[src/rtl/jk_seq_driver.sv]
// jk_seq_driver: prescaled hold/up/down/load sequencer that drives a JK cell bank
// using J/K pairs taken from the JK excitation table.
module jk_seq_driver #(
    parameter int WIDTH = 4,
    parameter int DIV   = 50000000,
    parameter int DIV_W = 26
) (
    input  logic             clk,
    input  logic             Clear,
    input  logic             start,
    input  logic             stop,
    input  logic [1:0]       mode,
    input  logic [WIDTH-1:0] load_val,
    output logic [WIDTH-1:0] Q,
    output logic [WIDTH-1:0] J,
    output logic [WIDTH-1:0] K,
    output logic             tick_out,
    output logic             wrap,
    output logic             busy
);
    typedef enum logic {IDLE, RUN} state_t;
    state_t state;
    logic [DIV_W-1:0] cnt;
    logic [WIDTH-1:0] nxt, jn, kn;
    logic wn;
    always_comb begin
        nxt = mode == 2'b00 ? Q :
              mode == 2'b01 ? Q + WIDTH'(1) :
              mode == 2'b10 ? Q - WIDTH'(1) : load_val;
        // Excitation table with don't-cares forced to 0: J sets 0->1, K clears 1->0
        jn = ~Q & nxt;
        kn = Q & ~nxt;
        wn = (mode == 2'b01 && &Q) || (mode == 2'b10 && ~|Q);
    end
    always_ff @(posedge clk or posedge Clear) begin
        if (Clear) begin
            state    <= IDLE;
            cnt      <= '0;
            Q        <= '0;
            J        <= '0;
            K        <= '0;
            tick_out <= 1'b0;
            wrap     <= 1'b0;
            busy     <= 1'b0;
        end else if (state == IDLE) begin
            cnt      <= '0;
            tick_out <= 1'b0;
            wrap     <= 1'b0;
            if (start && !stop) begin
                state <= RUN;
                busy  <= 1'b1;
            end
        end else if (stop) begin
            state    <= IDLE;
            busy     <= 1'b0;
            cnt      <= '0;
            J        <= '0;
            K        <= '0;
            tick_out <= 1'b0;
            wrap     <= 1'b0;
        end else if (cnt == DIV_W'(DIV - 1)) begin
            cnt      <= '0;
            tick_out <= 1'b1;
            wrap     <= wn;
            J        <= jn;
            K        <= kn;
            Q        <= (Q & ~kn) | (~Q & jn);
        end else begin
            cnt      <= cnt + DIV_W'(1);
            tick_out <= 1'b0;
            wrap     <= 1'b0;
        end
    end
endmodule
[config.mk]
export PLATFORM = sky130hd
export DESIGN_NAME = jk_seq_driver
export DESIGN_NICKNAME = d
export VERILOG_FILES = /design/src/rtl/jk_seq_driver.sv
export SDC_FILE = /design/constraint.sdc
export NUM_CORES = 1
export LEC_CHECK = 0
export BUFFER_PORTS_ARGS = -buffer_cell sky130_fd_sc_hd__buf_2
export CORE_UTILIZATION = 46
export DETAILED_ROUTE_END_ITERATION = 7
export PLACE_DENSITY_LB_ADDON = 0.12
export SKIP_CTS_REPAIR_TIMING = 1
export SYNTH_ARGS = -nofsm -noshare
export SYNTH_HDL_FRONTEND = slang
export SYNTH_SLANG_ARGS = --single-unit
export TNS_END_PERCENT = 30
[constraint.sdc]
create_clock -name clk -period 2.7 [get_ports clk]
set_clock_uncertainty 0.15 [all_clocks]
set_input_delay 0.405 -clock clk [delete_from_list [all_inputs] [get_ports clk]]
set_output_delay 0.405 -clock clk [all_outputs]
set_load 0.05 [all_outputs]
Word level (Yosys, flattened, before mapping) --
Index checks and enable logic that the tools add are counted. Widths: inputs -> output; s select.
Operators by class: add/subtract/negate cells 3, equal/unequal tests 4, mux-type cells 22, bitwise operators 9, reduce and logical (&&, ||, !) cells 14
Operators by type and width (count):
- $mux 26 | 3
- $mux 4 | 7
- $add 26x1->26 const B | 1
- $eq 26x26->1 const B | 1
- $and 4x4->4 | 4
- $mux 1 | 12
- $not 4->4 | 3
- $add 4x1->4 const B | 1
- $or 4x4->4 | 1
- $reduce_and 2->1 | 2
- $reduce_and 4->1 | 1
- $reduce_bool 2->1 | 2
- $reduce_or 4->1 | 1
- $sub 4x1->4 const B | 1
- $logic_and 1x1->1 | 3
- $reduce_and 3->1 | 1
- $eq 2x1->1 const B | 1
- $eq 2x2->1 const B | 1
- $logic_not 1->1 | 2
- $logic_not 2->1 | 1
- $ne 2x2->1 const B | 1
- $logic_or 1x1->1 | 1
- $not 1->1 | 1
Word-level totals: flip-flop bits (word level) 42, bits of input ports 10, word-level logic and storage cells 60

Logic depth before layout (Yosys ltp) --
depth after elaboration 9, depth in mapped cells 8, depth with buffers taken out 7

Least setup slack after synthesis --
OpenSTA, ideal clock, no wires.
kind register -> register, start point reg cnt[0], end point reg J[2], library setup time 0.069 ns, arrival time 2.248 ns, required time 2.481 ns, setup slack 0.232 ns, cell stages (with the launch flop) 8, path buffers 1, clock period less this slack 2.468 ns, cell sequence dfrtp_1 > ha_1 > nand3_2 > or3_1 > or4_4 > buf_6 > or4_1 > nand3_1
Between the ends: word-level cells in the longest chain between the ends 3
RTL lines:
- start, declared | line 23 | logic [DIV_W-1:0] cnt;
- start signal, assigned | line 69 | cnt <= cnt + DIV_W'(1);
- $eq 26x26->1 | line 61 | end else if (cnt == DIV_W'(DIV - 1)) begin
- $reduce_bool 2->1 (no source line)
- $reduce_and 2->1 (no source line)
- end signal, assigned | line 65 | J <= jn;
- end, declared | line 15 | output logic [WIDTH-1:0] J,
Every way passes these cells. A chain may end at the register's enable or synchronous reset.

Worst setup path in the final report --
Ends and elaborated chain as after synthesis.

==> out/metrics.yaml <==
yosys:
  synth_cells: 228
  syn_area_mm2: 0.00219
  synth_ff_type: "dfrtp_1"
  synthMostInstantiatedCell: "dfrtp_1"
  ys_seq_area_frac: 0.481
  avgSynthCellArea_um2: 9.59
  yosysTopAreaCell: "dfrtp_1"
  synthTopCellsByArea: "dfrtp_1 48%, nor2_1 6.7%, xor2_1 6.4%"
  synth_largest_type_area_fraction: 0.481
  synth-edff-count: 0
  ys_ff_latch: 42
  synth_cell_types: 42
  synth_nets: 242
  synthArstFlopShare: 1.00
  yosysWarnings: 0
  yosys-top-cells-count: "42 x dfrtp_1, 39 x nor2_1, 18 x nand2_1"
timing:
  max_slew.worst_pin.slew_ns: 0.565
  finalSetupTns_ns: 0
  hold_slack_ns: 0.0732
  drv_slew: 0
  rsz0062_at_grt: "false"
  slew-limit-headroom: 0.621
  final_hold_viol_count: 0
  fmax_mhz: 396
  min_period_ns: 2.53
  setup_viol: 0
  period_share: 0.935
worst_setup_path:
  critPathCaptureType: "register"
  path_max_fanout: 8
  startpoint: "cnt[0]"
  reg2regPathDepth: 6
  crit_arrival_ns: 2.61
  r2r_end: "J[2]"
  cp_slowest_cell: "or4_4"
  criticalPathCategory: "reg -> reg"
  required_ns: 2.79
  start_kind: "register"
  slowest_delay_ns: 0.60
  ff2ff_setup_slack_ns: 0.17
  crit_chain: "ha_1 > nand3_2 > or3_1 > or4_4 > or4_1 > nand3_1"
  r2r-start: "cnt[0]"
outcome:
  outcome: "completed"
job:
  cap_violations: 0
placed_design:
  io_buffers: 24
  hpwlAfterDp_um: 3030
  routabilityCongestion: 0.861
  placedCellCount: 303
detailed_routing:
  wl_um: 4290
  antenna_violating_nets_post_route: 0
  wl_per_cell_um: 13.8
  drcViolationCount: 0
  first_pass_iters: 6
  drtIter0Drc: 69
  vias: 1693
  via_per_inst: 5.46
global_route:
  grt.busiest_layer: "met1"
  grt_max_degree: 43
  antenna_found_initial: 0
  grt_first_pass_wirelength_um: 7290
  globalRouteMet2Util: 0.262
  grt_remaining_overflow: 0
  grt_pass1_vias: 1566
  use_met1: 0.280
  grt_usage: 0.187
  use_met3: 0.0427
cts:
  cts_tree: "built"
  htree_levels: 2
  clkSinkCount: 42
  worstSkewPairLatency_ns: 0.29
  root_buffer: "clkbuf_8"
  ctsLongestPathBuffers: 2
  clk_pin_slew_ns: 0.07
  cts_inserted_buffers: 5
final_layout:
  fin_util: 0.551
  fin_cells: 310
  fillers: 401
  seq_area_mm2: 0.00105
  multiInputGateArea_mm2: 0.00108
  area_delta_synth_final_pct: 12.8
  drive_gt1_frac: 0.167
  antenna_cells: 0
  finalNetCount: 272
power_and_ir_drop:
  ir_worst_vdd_mv: 0.310
  p_leak_uw: 0.00110
  p_per_area_mw_per_mm2: 465
  power.total_uw: 1150
die:
  rows: 24
  die_area_mm2: 0.00503
  die_x_um: 71.0
  die_h_um: 71.0
  core_mm2: 0.00447
  ios: 25
  initial_core_util: 0.489
hold_path:
  hold_path.class: "in -> async"
## cell families (layout without fill, tap and decap cells)
family,Yosys count,in the layout,share of synthesized area
xor+xnor,24,24,0.0961
mux,5,5,0.0240
compound gates,30,30,0.0950
flops,42,42,0.481
simple gates,111,111,0.256
fa+ha+maj,4,4,0.0229
buf+inv,12,42,0.0252
## power breakdown
part           switching (µW)  internal (µW)  total, µW
Clock                     196            178        374
Combinational            86.4           34.0        120
Sequential               10.3            641        651
Total                     293            853       1150
## layout by cell type (no fill, tap or decap), types with 2 or more instances in the layout
cell | synthesis | final
and3_2 | 2 | 2
a31oi_1 | 2 | 2
a22o_1 | 2 | 2
nor3_1 | 8 | 8
o21ai_0 | 4 | 4
nor2b_1 | 4 | 4
xnor2_1 | 8 | 8
mux2_2 | 2 | 2
o22ai_1 | 2 | 2
ha_1 | 4 | 4
a21oi_1 | 6 | 6
clkbuf_1 | 3 | 2
and3_1 | 4 | 4
xor2_1 | 16 | 16
o2bb2ai_1 | 5 | 5
nand4_1 | 6 | 6
nor2_1 | 39 | 39
a21o_1 | 2 | 2
mux2i_1 | 3 | 3
buf_2 | 2 | 24
inv_1 | 6 | 6
buf_4 | 0 | 4
nand3_1 | 14 | 14
o22a_1 | 2 | 2
nor4_1 | 3 | 3
nand2_1 | 18 | 18
dfrtp_1 | 42 | 42
clkbuf_8 | 0 | 5
nand2b_1 | 3 | 3
nand3_2 | 2 | 2
## metal layers
layer | part of all wire | routed length, µm
met1 | 0.53 | 2280
met5 | 0 | 0
met3 | 0.027 | 116
met2 | 0.43 | 1830
met4 | 0.015 | 64
## flip-flops by register name, indices dropped and copies added (netlist names)
signal / flops
K: 4
busy: 1
state: 1
J: 4
Q: 4
wrap: 1
tick_out: 1
cnt: 26
## worst max path at each step
stage | depth (start not counted) | slack [ns] | end
after detailed placement | 6 | 0.19 | J[2]
after CTS | 6 | 0.17 | J[2]
after floorplan | 7 | 0.23 | J[2]
after global routing | 6 | 0.04 | J[2]
final | 6 | 0.17 | J[2]
after global placement | 6 | 0.24 | J[2]
## worst max-delay path, delay by kind of cell, from the launching register on
| family | cells | cell delay [ns] |
|---|---|---|
| adder cells (fa/ha/maj) | 1 | 0.23 |
| flip-flops | 1 | 0.39 |
| AND/OR/NAND/NOR | 5 | 1.71 |
## stage by stage
step	worst slack, ns	cell area, µm²
2_1_floorplan	0.232	2190
3_3_place_gp	0.243	2390
3_5_place_dp	0.188	2390
4_1_cts	0.171	2470
5_1_grt	0.0374	2470
6_report	0.174	2470
## final cells by class
type | count | share of cell area
Sequential cell | 42 | 0.426
Multi-Input combinational cell | 174 | 0.438
Timing Repair Buffer | 29 | 0.0690
Tap cell | 52 | 0.0264
Inverter | 6 | 0.00913
Clock buffer | 7 | 0.0309
Note: power is estimated with default switching activity, not from simulation.
